`src/rtl/pipe_pack.sv`:
```
// -----------------------------------------------------------------------------
// pipe_pack
//
// Packs RATIO consecutive DWIDTH-bit beats into one wide word. Each wide word
// carries per-lane keep bits and a last flag. The wide word sits on a
// registered valid/ready output. An input beat tagged i_last closes a
// partially filled word early. The block sustains one narrow beat per cycle
// while the wide side is not back-pressured.
//
// Ports
//   clk      : clock, all state updates on the rising edge
//   rstn     : synchronous active-low reset
//   i_data   : narrow beat from upstream
//   i_valid  : narrow beat valid
//   i_last   : narrow beat closes the packet (qualified by i_valid)
//   o_ready  : narrow beat is accepted this cycle when i_valid is high
//   o_data   : packed wide word, lane k = bits [k*DWIDTH +: DWIDTH]
//   o_keep   : lane k holds valid data when bit k is set
//   o_last   : wide word closes a packet
//   o_valid  : wide word valid
//   i_ready  : downstream accepts the wide word
// -----------------------------------------------------------------------------
module pipe_pack #(
    parameter int DWIDTH = 8,
    parameter int RATIO  = 4
) (
    input  logic                     clk,
    input  logic                     rstn,
    input  logic [DWIDTH-1:0]        i_data,
    input  logic                     i_valid,
    input  logic                     i_last,
    output logic                     o_ready,
    output logic [DWIDTH*RATIO-1:0]  o_data,
    output logic [RATIO-1:0]         o_keep,
    output logic                     o_last,
    output logic                     o_valid,
    input  logic                     i_ready
);

    localparam int CW = $clog2(RATIO);

    // Number of lanes already filled in the word under construction.
    logic [CW-1:0]                   cnt_reg, cnt_next;
    // Lanes collected so far. Unwritten lanes stay zero.
    logic [RATIO-1:0][DWIDTH-1:0]    acc_reg, acc_next;
    // Word formed if the current beat closes it.
    logic [RATIO-1:0][DWIDTH-1:0]    word;
    logic [RATIO-1:0]                keep;

    logic [DWIDTH*RATIO-1:0]         data_reg, data_next;
    logic [RATIO-1:0]                keep_reg, keep_next;
    logic                            last_reg, last_next;
    logic                            valid_reg, valid_next;

    logic                            accept;
    logic                            transfer;
    logic                            close;

    // Stall only while a held word is refused downstream. A word that drains
    // this cycle frees the output register for a closing beat on the same edge.
    assign o_ready  = rstn && !(valid_reg && !i_ready);
    assign accept   = i_valid && o_ready;
    assign transfer = valid_reg && i_ready;
    assign close    = i_last || (cnt_reg == CW'(RATIO - 1));

    genvar gi;
    generate
        for (gi = 0; gi < RATIO; gi++) begin : g_lane
            // The current beat lands in lane cnt. Lanes below it come from
            // the accumulator. Lanes above it are forced to zero.
            assign word[gi] = (gi == int'(cnt_reg)) ? i_data :
                              (gi <  int'(cnt_reg)) ? acc_reg[gi] :
                                                      {DWIDTH{1'b0}};
            assign keep[gi] = (gi <= int'(cnt_reg));

            // A closing beat empties the accumulator for the next word.
            // Any other accepted beat writes only its own lane.
            assign acc_next[gi] = (accept && close)                       ? {DWIDTH{1'b0}} :
                                  (accept && (gi == int'(cnt_reg)))       ? i_data :
                                                                            acc_reg[gi];
        end
    endgenerate

    always_comb begin
        cnt_next   = cnt_reg;
        data_next  = data_reg;
        keep_next  = keep_reg;
        last_next  = last_reg;
        valid_next = valid_reg;

        if (transfer) begin
            valid_next = 1'b0;
        end

        if (accept) begin
            if (close) begin
                // A word that closes on a transfer edge overrides the clear.
                // This keeps the output stream free of bubbles.
                data_next  = word;
                keep_next  = keep;
                last_next  = i_last;
                valid_next = 1'b1;
                cnt_next   = '0;
            end else begin
                cnt_next   = cnt_reg + CW'(1);
            end
        end
    end

    always_ff @(posedge clk) begin
        if (!rstn) begin
            cnt_reg   <= '0;
            acc_reg   <= '0;
            data_reg  <= '0;
            keep_reg  <= '0;
            last_reg  <= 1'b0;
            valid_reg <= 1'b0;
        end else begin
            cnt_reg   <= cnt_next;
            acc_reg   <= acc_next;
            data_reg  <= data_next;
            keep_reg  <= keep_next;
            last_reg  <= last_next;
            valid_reg <= valid_next;
        end
    end

    assign o_data  = data_reg;
    assign o_keep  = keep_reg;
    assign o_last  = last_reg;
    assign o_valid = valid_reg;

endmodule

```
`config.mk`:
```
export PLATFORM = sky130hd
export DESIGN_NAME = pipe_pack
export DESIGN_NICKNAME = d
export VERILOG_FILES = /design/src/rtl/pipe_pack.sv
export SDC_FILE = /design/constraint.sdc
export NUM_CORES = 1
export LEC_CHECK = 0
export CELL_PAD_IN_SITES_DETAIL_PLACEMENT = 0
export CELL_PAD_IN_SITES_GLOBAL_PLACEMENT = 2
export CORE_ASPECT_RATIO = 0.6
export CORE_MARGIN = 4
export CORE_UTILIZATION = 29
export CTS_BUF_LIST = sky130_fd_sc_hd__clkbuf_4 sky130_fd_sc_hd__clkbuf_8 sky130_fd_sc_hd__clkbuf_16
export CTS_CLUSTER_SIZE = 16
export DETAILED_ROUTE_END_ITERATION = 10
export PLACE_DENSITY = 0.75
export SYNTH_ARGS = -nofsm -noshare
export SYNTH_HDL_FRONTEND = slang
export SYNTH_SLANG_ARGS = --single-unit
```
`constraint.sdc`:
```
create_clock -name clk -period 2.1 [get_ports clk]
set_input_delay 0.42 -clock clk [delete_from_list [all_inputs] [get_ports clk]]
set_output_delay 0.42 -clock clk [all_outputs]
set_load 0.005 [all_outputs]
```
After elaboration in Yosys (flattened, before gate mapping)
Index checks and enable logic that the tools add are counted.
{"block": "word_totals", "out_inout_bits": 39, "ff_bits": 64, "wordCells": 45, "inputBits": 13}
{"block": "op_classes", "muxes": 11, "n_reduce_logical": 14, "n_eq_ne": 4, "bitwise_logic": 1, "n_lt_le_gt_ge": 6, "add_sub_neg": 1}
{"cell": "$mux 8", "count": 7}
{"cell": "$logic_and 1x1->1", "count": 8}
{"cell": "$eq 2x2->1 const A", "count": 2}
{"cell": "$le 2x2->1 const A", "count": 2}
{"cell": "$lt 1x2->1 const A", "count": 2}
{"cell": "$mux 1", "count": 3}
{"cell": "$add 2x1->2 const B", "count": 1}
{"cell": "$eq 1x2->1 const A", "count": 1}
{"cell": "$eq 2x2->1 const B", "count": 1}
{"cell": "$le 1x2->1 const A", "count": 1}
{"cell": "$logic_not 1->1", "count": 2}
{"cell": "$logic_not 2->1", "count": 1}
{"cell": "$lt 2x2->1 const A", "count": 1}
{"cell": "$mux 2", "count": 1}
{"cell": "$reduce_and 2->1", "count": 1}
{"cell": "$reduce_or 2->1", "count": 1}
{"cell": "$logic_or 1x1->1", "count": 1}
{"cell": "$not 1->1", "count": 1}

Longest topological paths before layout
{"block": "depth", "ltp_word": 7, "mapped_depth": 8, "depth_no_buf": 5}

Least setup slack after synthesis
Ideal clock, no wire load.
{"block": "synth_path", "path_kind": "register -> register", "start": "register cnt_reg[1]", "end": "register data_reg[14] (netlist: o_data[14])", "required_time_ns": 2.012, "synth_period_minus_slack_ns": 1.940, "setup_ns": 0.088, "arrival_ns": 1.852, "path_stages_with_launch": 9, "path_buffers": 3, "slack_ns": 0.160, "path_cell_list": "dfxtp_1 -> clkbuf_1 -> inv_1 -> ha_1 -> buf_2 -> inv_1 -> clkbuf_1 -> nand3_1 -> a311oi_2"}
{"block": "synth_between", "elab_chain_len": 3, "elab_cells_between_ends": 7, "cone_classes": "order compare (1); eq/ne (2); mux (2); reduce/logical (2)"}
{"element": "start: declaration", "line": "43", "source": "logic [CW-1:0] cnt_reg, cnt_next;"}
{"element": "start signal: assignment", "line": "119", "source": "cnt_reg <= cnt_next;"}
{"element": "$lt 1x2->1 / $eq 2x2->1 (equally long branches)", "line": "72, 64"}
{"element": "$mux 8 / $logic_or 1x1->1 (equally long branches)", "line": "72, 64"}
{"element": "$mux 8 / $reduce_and 2->1 (equally long branches)"}
{"element": "end signal: assignment", "line": "121", "source": "data_reg <= data_next;"}
{"element": "end: declaration", "line": "50", "source": "logic [DWIDTH*RATIO-1:0] data_reg, data_next;"}
Several ways; a longest one is shown, not always the timed one.
A chain may end at the register's enable or synchronous reset.

Final worst setup path
{"block": "layout_path", "start": "input rstn", "end": "output o_ready"}
{"block": "layout_between", "elab_chain_len": 1}
{"element": "start: declaration", "line": "28", "source": "input logic rstn,"}
{"element": "$logic_and 1x1->1", "line": "61", "source": "assign o_ready = rstn && !(valid_reg && !i_ready);"}
{"element": "end: declaration", "line": "32", "source": "output logic o_ready,"}
No other way between the ends.

==> key figures <==
GRT
  – Total Routing Usage GR: 15.72%
  – Grt ovf: 0
  – Vias in the first global route: 2657
  – Initial antenna violation count: 0
  – First-pass GRT wire length: 14720 microns
  – Pin count of the biggest net entering global routing: 48

Synthesis
  – Syn Std Cell Area: 2983 sq um
  – Top FF cell, synth: dfxtp_1
  – Post-synth top area share: 42.95%
  – Post-synth top area cell: dfxtp_1
  – Ys async rst share: 0%
  – Synthesized area per cell: 9.622 sq um
  – Synth Instances: 310
  – Unique masters post-synth: 34
  – Post-synthesis sequential area ratio: 42.95%
  – Post-synth EDFFs: 0
  – Flops & latches, synth: 64
  – YS warnings: 0
  – Ranking of synthesized cells by area: dfxtp_1 43%, o31ai_1 6.3%, a31oi_1 5.5%
  – Post-synth net total: 329

Drt
  – Drt wl/cell: 18.84 microns
  – Routed wire length: 9343 microns
  – DRC viols: 0
  – Vias: 2677
  – Vias per cell: 5.397
  – First-pass iteration count of the detailed router: 4
  – Post-DRT Antenna Nets: 0
  – 1st-iter DRT viols: 204

Run
  – Max Cap Viol: 0

Finish
  – Nets: 375
  – Layout cells sized above 1: 18.01%
  – Synth-to-Final Area Change: 34.35%
  – Antenna cell count: 0
  – Layout Cells excl Fill: 496
  – Final instance area: 4008 sq um
  – Max FFs per register: 32

Setup path
  – Crit Path Max Fanout: 2
  – Arr. time, crit path: 1.61 ns
  – Critical-path top delay cell: clkdlybuf4s50_1
  – CP required: 1.68 ns
  – CP Class: in -> out
  – Cells along the critical path: clkdlybuf4s50_1 -> inv_1 -> nor2_1 -> clkdlybuf4s50_1
  – Crit end category: output port
  – Crit path launch type: primary input
  – CP max stage delay: 0.51 ns
  – CP dominant cell by count: clkdlybuf4s50_1

STA
  – Clk_skew: 0.006794 ns
  – Slew @ Worst Pin: 0.4902 ns
  – Relative slew slack: 67.32%
  – Period utilization: 96.67%
  – Max Clock Freq: 0.4926 GHz
  – Worst setup margin: 0.06991 ns
  – Final min period: 2.030 ns
  – Unrepaired setup endpoints after global routing: no
  – Pins Over Slew Limit: 0
  – Sum Neg Setup Slack: 0 ns
  – Final hold vios: 0
  – Final setup violating endpoints: 0

Floorplan
  – Core area: 9950 sq um
  – Die H: 86.56 microns
  – Row count: 28
  – Die area: 12030 sq um
  – Chip width: 138.9 microns
  – Top Ports: 52
  – Initial Util: 29.98%

Power
  – Pwr per Cell Area: 828.8 nW/um^2
  – Leak Pwr: 1.339 nW
  – Peak supply drop: 445.1 uV

Outcome
  – Status: finished clean

Hold path
  – Worst hold path class: reg -> reg

Clocking
  – Clock buffer depth: 2
  – Root buf cell: clkbuf_16
  – Hold buffer count at cts: 0
  – # Post-CTS Setup Buffers: 0
  – CTS HTree Levels: 3
  – Clock sinks: 64
  – Clk_lat worst skew: 0.33 ns
  – Total CTS buffers: 9
  – Clock transition at path regs: 0.05 ns
  – TritonCTS clock tree: yes
  – # resized after CTS: 0

Place
  – Post-DP HPWL: 5901 microns
  – Placed insts: 480
  – Placer Congestion: 0.7777
  – Area after DPL: 3666 sq um
  – I/O Buffers: 51
  – Pre-CTS setup slack: 0.06895 ns
-- worst max-delay path, delay by kind of cell --
| kind | cells | cell delay, ns |
|---|---|---|
| simple gates | 1 | 0.13 |
| buf+inv | 3 | 1.06 |
-- cell usage in the layout (no fill, tap or decap), drive strengths merged, types with 9 or more instances in the layout --
master         synthesis  final
buf                   23     23
a311oi                17     17
nand2                 17     17
o31ai                 25     25
a21oi                 27     27
clkbuf                16     14
dfxtp                 64     64
nand4                 24     24
a31oi                 27     27
clkdlybuf4s50          0     51
a211oi                 9      9
nand3                 19     19
-- cell usage after synthesis (2+ instances only) --
library cell,instances
a211oi_2,8
a21oi_1,25
a21oi_2,2
a22o_1,8
a311oi_1,7
a311oi_2,10
a31oi_1,26
buf_1,2
buf_2,12
buf_6,8
clkbuf_1,16
dfxtp_1,64
ha_1,6
inv_1,6
mux2i_1,8
nand2_1,17
nand3_1,19
nand4_1,24
o21a_1,2
o21ai_0,2
o31ai_1,25
-- routing by layer --
| layer | track usage (%) | share of wire, % | vias to the layer above |
|---|---|---|---|
| met5 | 0 | 0 | - |
| met4 | 4.707 | 0.73 | 0 |
| met3 | 5.017 | 5.9 | 9 |
| met2 | 22.41 | 41 | 72 |
| met1 | 22.62 | 52 | 1300 |
| li1 | - | - | 1296 |
-- cell type report --
cell class,count,area [sq um]
repair buffers,74,733.2
fillers,969,5942
clock inverters,2,60.06
flip-flops and latches,64,1281
inverters,7,26.28
clock buffers,14,281.5
well taps,135,168.9
multi-input cells,200,1456
-- path summary, 6_finish.rpt --
check        cells past startpoint  slack [ns]         to  startpoint
max                              4        0.07    o_ready        rstn
min                              1        0.45  o_keep[3]   o_keep[3]
max reg2reg                      5        0.42  o_keep[2]  cnt_reg[0]
min reg2reg                      1        0.45  o_keep[3]   o_keep[3]
-- metrics by stage --
step / utilization, % / power, W / hold WS [ns]
2_1_floorplan: - / 0.001491 / 0.4449
3_3_place_gp: 36.85 / 0.001657 / 0.4464
3_5_place_dp: 36.85 / 0.001659 / 0.4499
4_1_cts: 40.28 / 0.003363 / 0.4623
5_1_grt: 40.28 / 0.003444 / 0.4785
6_report: 40.28 / 0.003321 / 0.4517
-- kinds of logic after synthesis --
family / Yosys count / share of synthesized area (%)
simple gates: 67 / 12.04
fa+ha+maj: 6 / 2.517
flops: 64 / 42.95
compound gates: 119 / 31.38
buf+inv: 46 / 8.432
mux: 8 / 2.685
-- where the power goes --
part	internal (W)	total, W	switching, W
sequential	0.00125	0.00127	0.0000202
combinational	0.000159	0.000361	0.000202
clock	0.00116	0.00169	0.000525
Note: power is estimated with default switching activity, not from simulation.
